==> src/rtl/seven_seg_scan_driver.sv <==
// Multiplexed seven-segment display driver: shadows a hex value, scans one digit
// per refresh period and drives registered segment/decimal-point/anode outputs.
module seven_seg_scan_driver #(
    parameter int NUM_DIGITS     = 4,
    parameter int REFRESH_DIV    = 50000,
    parameter bit SEG_ACTIVE_LOW = 1'b1,
    parameter bit AN_ACTIVE_LOW  = 1'b1
) (
    input  logic                    clk,
    input  logic                    rst_n,
    input  logic                    en,
    input  logic                    load,
    input  logic [4*NUM_DIGITS-1:0] value,
    input  logic [NUM_DIGITS-1:0]   dp_in,
    input  logic                    lz_en,
    output logic [6:0]              seg,
    output logic                    dp,
    output logic [NUM_DIGITS-1:0]   an
);
    localparam int CNT_W = (REFRESH_DIV > 1) ? $clog2(REFRESH_DIV) : 1;
    localparam int IDX_W = (NUM_DIGITS > 1) ? $clog2(NUM_DIGITS) : 1;
    localparam logic [CNT_W-1:0]      CNT_MAX = CNT_W'(REFRESH_DIV - 1);
    localparam logic [IDX_W-1:0]      IDX_MAX = IDX_W'(NUM_DIGITS - 1);
    localparam logic [6:0]            SEG_OFF = SEG_ACTIVE_LOW ? 7'h7F : 7'h00;
    localparam logic                  DP_OFF  = SEG_ACTIVE_LOW;
    localparam logic [NUM_DIGITS-1:0] AN_OFF  = AN_ACTIVE_LOW ? '1 : '0;

    logic [NUM_DIGITS-1:0][3:0] r_shadow_val;
    logic [NUM_DIGITS-1:0]      r_shadow_dp;
    logic [CNT_W-1:0]           r_cnt;
    logic [IDX_W-1:0]           r_idx;
    logic [6:0]                 r_seg;
    logic                       r_dp;
    logic [NUM_DIGITS-1:0]      r_an;

    logic [NUM_DIGITS-1:0]      w_keep;
    logic                       w_acc;
    logic [6:0]                 w_pat;
    logic [NUM_DIGITS-1:0]      w_onehot;

    // Active-low g..a patterns.
    function automatic logic [6:0] f_decode(input logic [3:0] nib);
        logic [6:0] pat;
        case (nib)
            4'h0: pat = 7'h40;  4'h1: pat = 7'h79;  4'h2: pat = 7'h24;  4'h3: pat = 7'h30;
            4'h4: pat = 7'h19;  4'h5: pat = 7'h12;  4'h6: pat = 7'h02;  4'h7: pat = 7'h78;
            4'h8: pat = 7'h00;  4'h9: pat = 7'h10;  4'hA: pat = 7'h08;  4'hB: pat = 7'h03;
            4'hC: pat = 7'h46;  4'hD: pat = 7'h21;  4'hE: pat = 7'h06;  default: pat = 7'h0E;
        endcase
        return pat;
    endfunction

    always_ff @(posedge clk or negedge rst_n) begin
        if (!rst_n) begin
            r_shadow_val <= '0;
            r_shadow_dp  <= '0;
        end else if (load) begin
            r_shadow_val <= value;
            r_shadow_dp  <= dp_in;
        end
    end

    always_ff @(posedge clk or negedge rst_n) begin
        if (!rst_n) begin
            r_cnt <= '0;
            r_idx <= '0;
        end else if (en) begin
            if (r_cnt == CNT_MAX) begin
                r_cnt <= '0;
                r_idx <= (r_idx == IDX_MAX) ? '0 : r_idx + 1'b1;
            end else begin
                r_cnt <= r_cnt + 1'b1;
            end
        end
    end

    // A digit is kept if it or any digit above it is non-zero; digit 0 always kept.
    always_comb begin
        w_acc  = 1'b0;
        w_keep = '0;
        for (int i = NUM_DIGITS - 1; i >= 0; i--) begin
            w_acc     = w_acc | (r_shadow_val[i] != 4'h0);
            w_keep[i] = w_acc | (i == 0) | ~lz_en;
        end
    end

    assign w_pat    = f_decode(r_shadow_val[r_idx]);
    assign w_onehot = NUM_DIGITS'(1) << r_idx;

    always_ff @(posedge clk or negedge rst_n) begin
        if (!rst_n) begin
            r_seg <= SEG_OFF;
            r_dp  <= DP_OFF;
            r_an  <= AN_OFF;
        end else if (!en) begin
            r_seg <= SEG_OFF;
            r_dp  <= DP_OFF;
            r_an  <= AN_OFF;
        end else begin
            // Blanked digits keep their anode and decimal point.
            r_seg <= !w_keep[r_idx] ? SEG_OFF : (SEG_ACTIVE_LOW ? w_pat : ~w_pat);
            r_dp  <= r_shadow_dp[r_idx] ? ~DP_OFF : DP_OFF;
            r_an  <= AN_ACTIVE_LOW ? ~w_onehot : w_onehot;
        end
    end

    assign seg = r_seg;
    assign dp  = r_dp;
    assign an  = r_an;
endmodule

==> config.mk <==
export PLATFORM = sky130hd
export DESIGN_NAME = seven_seg_scan_driver
export DESIGN_NICKNAME = d
export VERILOG_FILES = /design/src/rtl/seven_seg_scan_driver.sv
export SDC_FILE = /design/constraint.sdc
export NUM_CORES = 1
export LEC_CHECK = 0
export ABC_AREA = 1
export BUFFER_PORTS_ARGS = -buffer_cell sky130_fd_sc_hd__buf_4
export CAP_MARGIN = 20
export CORE_ASPECT_RATIO = 0.7
export CORE_MARGIN = 5
export CORE_UTILIZATION = 61
export CTS_BUF_LIST = sky130_fd_sc_hd__clkbuf_8
export DETAILED_ROUTE_END_ITERATION = 7
export PLACE_DENSITY_LB_ADDON = 0.15
export SLEW_MARGIN = 25
export SYNTH_ARGS = -nofsm -noshare
export SYNTH_HDL_FRONTEND = slang
export SYNTH_SLANG_ARGS = --single-unit
==> constraint.sdc <==
create_clock -name clk -period 4.65 [get_ports clk]
set_input_delay 0.2325 -clock clk [delete_from_list [all_inputs] [get_ports clk]]
set_output_delay 0.2325 -clock clk [all_outputs]
set_load 0.01 [all_outputs]
==> metrics.txt, run 1 <==
CTS tree=built; Starting Density=64.24%; R2R setup slack=2600 ps; top-count cell post-synth=nand2_1; ys flop type=dfrtp_1; maximum vdd drop=between 0.2 and 0.25 mV; WS Path Type=flop to flop; IO Count=37; Antenna diodes=0; Mapped Cells=349; Critical Path Sink Type=flop; Die W=91.63 µm; top cells by count, synth=nand2_1, dfrtp_1, nand3_1, nor2_1, inv_1; Placed Cells=431; Clock Latency Late Sink=300 ps; Via density=5.409; synth unique cells=30; PortBufs=36; Pwr Density=365.8 nW/µm²; Yosys top cell by area=dfrtp_1; CTS Hold Bufs=1; Seq/Total Area, Yosys=44.50%; EDFF count, synth=0; Worst-path clk slew=90 ps; Placed Area=about 3100 µm²; largest net degree at the start of global routing=between 50 and 60; Final Setup Violations=0; Mapped Avg Cell Area=8.153 µm²; arrival time worst endpoint=roughly 2300 ps; H-tree depth=2; reg2reg start=r_idx[0]$_DFFE_PN0P_; Resized cells post-CTS=0; static leakage=about 1.6 nW; Slew @ Worst Pin=613.9 ps; CP peak stage delay=between 700 and 800 ps; Syn Nets=approximately 390; global-route wire length before repair=10.81 mm; routed len/inst=14.22 µm; clock sinks=50; Hold Path Depth=3; async set-or-reset flop fraction in the synthesized netlist=100.0%; Layout area overhead=14.38%; result of the run=finished clean; DR pass1 iterations=5; crit-path cells=inv_2 > nand2_1 > nand3_1 > nand2_2 > inv_1 > ha_1 > nand3_1 > nand2_1 > nand2_1 > nand3_1; CTS Buf Count=5; residual DRC count=0; WP data required=roughly 5000 ps; r2r endpoint=seg[3]$_DFF_PN1_; RSZ-0062 raised after global routing=no; Crit path max-delay family=flip-flops; Setup Fix Bufs, Post-CTS=0; Fin Setup TNS=0 ps; CP max-delay cell=dfrtp_1; Hold Path End=r_shadow_dp[2]$_DFFE_PN0P_; total grt overflow=0; CTS max path bufs=2; share of cells above drive strength 1=24.94%; Cell Area, Synth=2845 µm²; Final Instance Area=3254 µm²; WL final=6.257 mm; Final Power=roughly 0.0012 W; top post-synthesis cells by area=dfrtp_1, nand2_1, dfstp_2; gr usage total=22.39%; Slew HR=59.07%; fin cells=440; CP Max Fanout=16; Final Hold Vio Count=0; critical path buffer and inverter count=2; synth warn=0; GP Congestion=0.9170; CTS Root Cell=clkbuf_8; pins over their slew limit=0; vias post-DR=2380; MaxCap Viol Count=0; vias in the first global route=2286; Seq cells post-synth=50; Detail Route Antenna Nets=0; highest clock rate=487.2 MHz; CP startpoint kind=flop; hold path start=dp_in[2]; Final Skew=12.43 ps; DIE AREA=6152 µm²; crit share post-route=~44%; Worst R2R Path Depth=10; die height=between 60 and 70 µm; Core Area=4429 µm²; class of the worst hold path=primary input to flop; top cell type's share of synthesized area=33.42%; row count=20; Tmin final=2053 ps; 1st-iter DRT viols=~300; nets=420; hpwl dp=around 4.6 mm; initial antenna violation count=0
==> how the worst max path moves through the flow <==
stage	startpoint	to	cells after the start
finish	r_idx[0]$_DFFE_PN0P_	seg[3]$_DFF_PN1_	10
global route	r_idx[0]$_DFFE_PN0P_	seg[3]$_DFF_PN1_	10
CTS	r_idx[0]$_DFFE_PN0P_	seg[3]$_DFF_PN1_	10
detailed placement	r_idx[0]$_DFFE_PN0P_	seg[3]$_DFF_PN1_	10
global placement	r_idx[0]$_DFFE_PN0P_	seg[3]$_DFF_PN1_	10
floorplan	r_idx[0]$_DFFE_PN0P_	seg[3]$_DFF_PN1_	10
==> cell families after synthesis <==
family | count (synthesis) | share of synthesized area, %
AO/OA/AOI/OAI | 21 | 3.782
XOR/XNOR | 5 | 1.539
adder cells (fa/ha/maj) | 11 | 4.837
buffers and inverters | 47 | 7.168
flip-flops | 50 | 44.50
multiplexers | 10 | 3.958
AND/OR/NAND/NOR | 205 | 34.21
==> layer usage <==
| metal | track usage, % | wire [µm] |
|---|---|---|
| met2 | 30.76 | 2543 |
| met3 | 8.575 | 559 |
| met4 | 6.391 | 86 |
| met5 | 0 | 0 |
| met1 | 32.67 | 3068 |
==> cell type report <==
class	instances	area (µm²)
Multi-Input combinational cell	252	1375
Sequential cell	50	1266
Fill cell	353	1175
Timing Repair Buffer	37	280.3
Inverter	38	147.6
Clock buffer	6	82.58
Tap cell	55	68.82
Clock inverter	2	33.78
==> stage by stage <==
step,hold slack (ps),setup slack (ps),util (%)
2_1_floorplan,-63.09,3148,-
3_3_place_gp,288.7,2829,70.62
3_5_place_dp,286.2,2665,70.62
4_1_cts,128.1,2630,73.47
5_1_grt,131.4,2434,73.47
6_report,128.6,2597,73.47
==> flip-flops by register name, indices dropped and copies added, names as in the netlist <==
| register | count |
|---|---|
| r_cnt | 16 |
| r_idx | 2 |
| r_shadow_dp | 4 |
| an | 4 |
| dp | 1 |
| r_shadow_val | 16 |
| seg | 7 |
==> layout by cell type (no fill, tap or decap), types with 2 or more instances in the layout <==
| master | Yosys | final |
|---|---|---|
| nor2_1 | 34 | 34 |
| o21ai_1 | 2 | 2 |
| ha_1 | 11 | 11 |
| clkbuf_8 | 0 | 6 |
| nand2_1 | 96 | 96 |
| nand4_1 | 10 | 10 |
| nor2_2 | 6 | 6 |
| inv_1 | 33 | 34 |
| mux2_2 | 10 | 10 |
| nand3_1 | 35 | 35 |
| nand3_2 | 6 | 6 |
| inv_2 | 3 | 3 |
| nand2_4 | 2 | 2 |
| nand2_2 | 8 | 8 |
| nand3b_1 | 2 | 2 |
| a21oi_1 | 3 | 3 |
| xor2_1 | 4 | 4 |
| inv_4 | 2 | 2 |
| dfstp_2 | 12 | 12 |
| buf_4 | 3 | 36 |
| nor2_4 | 3 | 3 |
| dfrtp_1 | 38 | 38 |
| o21ai_0 | 15 | 15 |
==> where the power goes <==
| group | total (W) | switching (W) | leakage (nW) | internal [W] |
|---|---|---|---|---|
| registers | 0.000583 | 0.0000768 | 0.567 | 0.000506 |
| clock network | 0.000312 | 0.000138 | 0.0626 | 0.000173 |
| logic | 0.000296 | 0.000182 | 0.998 | 0.000115 |
==> worst register-to-register path, cell delays in order (launching register included) <==
cell and delay [ps]:
dfrtp_1 710, inv_2 240, nand2_1 120, nand3_1 90, nand2_2 160, inv_1 100
ha_1 220, nand3_1 130, nand2_1 70, nand2_1 50, nand3_1 70
Power figures use the tool's default switching activity.
==> inputs of run 2 (changes only) <==
CORE_UTILIZATION = 54   (was 61)
clock period = 1.74 ns   (was 4.65 ns; I/O delays follow)
==> metrics.txt, run 2 (synthesis gave the netlist of run 1 again) <==
die height=70.73 µm; Pwr Density=903.9 nW/µm²; clock sinks=50; Final Hold Vio Count=2; H-tree depth=2; DR pass1 iterations=5; PortBufs=36; Final Setup Violations=0; result of the run=finished, violations left; crit share post-route=92.83%; Die W=between 90 and 100 µm; vias post-DR=2379; CTS Root Cell=clkbuf_8; arrival time worst endpoint=between 1500 and 2000 ps; static leakage=1.651 nW; Hold Path Depth=3; Starting Density=54.98%; critical path's most frequent cell=nand3_1; Detail Route Antenna Nets=0; CTS max path bufs=2; Tmin final=1615 ps; GP Congestion=1.019; WS Path Type=flop to flop; CP startpoint kind=flop; CP peak stage delay=490 ps; residual DRC count=0; crit-path cells=inv_4 > nand3_1 > nand2_2 > inv_1 > ha_1 > nand3_1 > nand2_1 > nand2_1 > nand3_1; Clock Latency Late Sink=~300 ps; IO Count=37; Crit path max-delay family=simple AND/OR/NAND/NOR gates; Placed Area=3172 µm²; WL final=6.151 mm; vias in the first global route=~2200; Final Skew=14.46 ps; MaxCap Viol Count=0; 1st-iter DRT viols=248; WP data required=roughly 2000 ps; pins over their slew limit=0; RSZ-0062 raised after global routing=no; gr usage total=approximately a fifth; CTS Buf Count=5; cell depth of the worst setup path=9; DIE AREA=6844 µm²; Critical Path Sink Type=flop; Setup Fix Bufs, Post-CTS=0; critical path buffer and inverter count=2; CP Max Fanout=9; row count=22; highest clock rate=619.1 MHz; largest net degree at the start of global routing=51; Slew @ Worst Pin=605.6 ps; Worst R2R Path Depth=9; maximum vdd drop=approximately 0.62 mV; share of cells above drive strength 1=25.19%; nets=428; hpwl dp=4.545 mm; Fin Setup TNS=0 ps; Antenna diodes=0; class of the worst hold path=primary input to flop; global-route wire length before repair=10.73 mm; CP max-delay cell=dfrtp_2; commonest non-fill, non-tap cell in the layout=nand2_1; total grt overflow=0; Worst-path clk slew=90 ps; Core Area=around 5200 µm²; Via density=5.116; Fin Hold WS=-2.509 ps; Layout area overhead=16.49%; most frequent cells in the layout=nand2_1, buf_4, inv_1, dfrtp_1, nand3_1; Final Instance Area=around 3300 µm²; Slew HR=59.62%; failing checks=hold timing; CTS tree=built; routed len/inst=approximately 13 µm; initial antenna violation count=0
run 2: changes by cell type in the layout (fill, tap and decap cells not counted), sizes merged:
cell	before	now
dlygate4sd3	1	6
bufinv	1	0
clkbuf	6	5
buf	36	39
inv	39	41
run 2: worst reg2reg max path: stages (launching register included):
cell     delay [ps]
dfrtp_2         490
inv_4           150
nand3_1         110
nand2_2         140
inv_1           100
ha_1            220
nand3_1         130
nand2_1          70
nand2_1          60
nand3_1          70
run 2: path summary, 6_finish.rpt:
| check | startpoint | endpoint | slack, ps |
|---|---|---|---|
| max in group asynchronous | rst_n | r_idx[1]$_DFFE_PN0P_ | 960 |
| max | r_idx[1]$_DFFE_PN0P_ | seg[3]$_DFF_PN1_ | 120 |
| min reg2reg | r_shadow_val[1]$_DFFE_PN0P_ | r_shadow_val[1]$_DFFE_PN0P_ | 520 |
| min | value[12] | r_shadow_val[12]$_DFFE_PN0P_ | -3 |
| max reg2reg | r_idx[1]$_DFFE_PN0P_ | seg[3]$_DFF_PN1_ | 120 |
| min in group asynchronous | rst_n | r_shadow_val[9]$_DFFE_PN0P_ | 330 |
run 2: layout make-up:
class,count,area (µm²)
Clock buffer,5,68.82
Clock inverter,3,11.26
Tap cell,72,90.09
Fill cell,467,1861
Timing Repair Buffer,45,352.8
Inverter,38,147.6
Sequential cell,50,1269
Multi-Input combinational cell,252,1375
run 2: through the flow:
step	cells	setup WS (ps)	power, W	utilization, %
2_1_floorplan	349	237.7	0.002094	-
3_3_place_gp	451	190.4	0.002339	61.29
3_5_place_dp	451	106.1	0.002353	61.29
4_1_cts	464	89.30	0.002996	63.81
5_1_grt	465	1.640	0.003217	64.05
6_report	465	124.8	0.002996	64.05
run 2: routing by layer:
layer | GRT usage [%] | share of wire, % | wire length (µm) | vias to the layer above
li1 | - | - | - | 1192
met1 | 30.21 | 51 | 3154 | 1075
met2 | 25.08 | 39 | 2413 | 106
met3 | 5.517 | 8.6 | 526 | 6
met4 | 3.583 | 0.93 | 57 | 0
met5 | 0 | 0 | 0 | -
run 2: power by group:
part	internal, W	switching [W]	total (W)	leakage [nW]
Clock	0.000269	0.000368	0.000637	0.0519
Combinational	0.000318	0.000491	0.000809	1.03
Sequential	0.00135	0.000197	0.00155	0.565
Total	0.00194	0.00106	0.00300	1.65
run 2: repair_timing:
action | CTS | global route
hold buffers | 5 | 1
gates resized for setup | 0 | 2
setup endpoints to repair | 0 | 3
hold endpoints to repair | 42 | 1
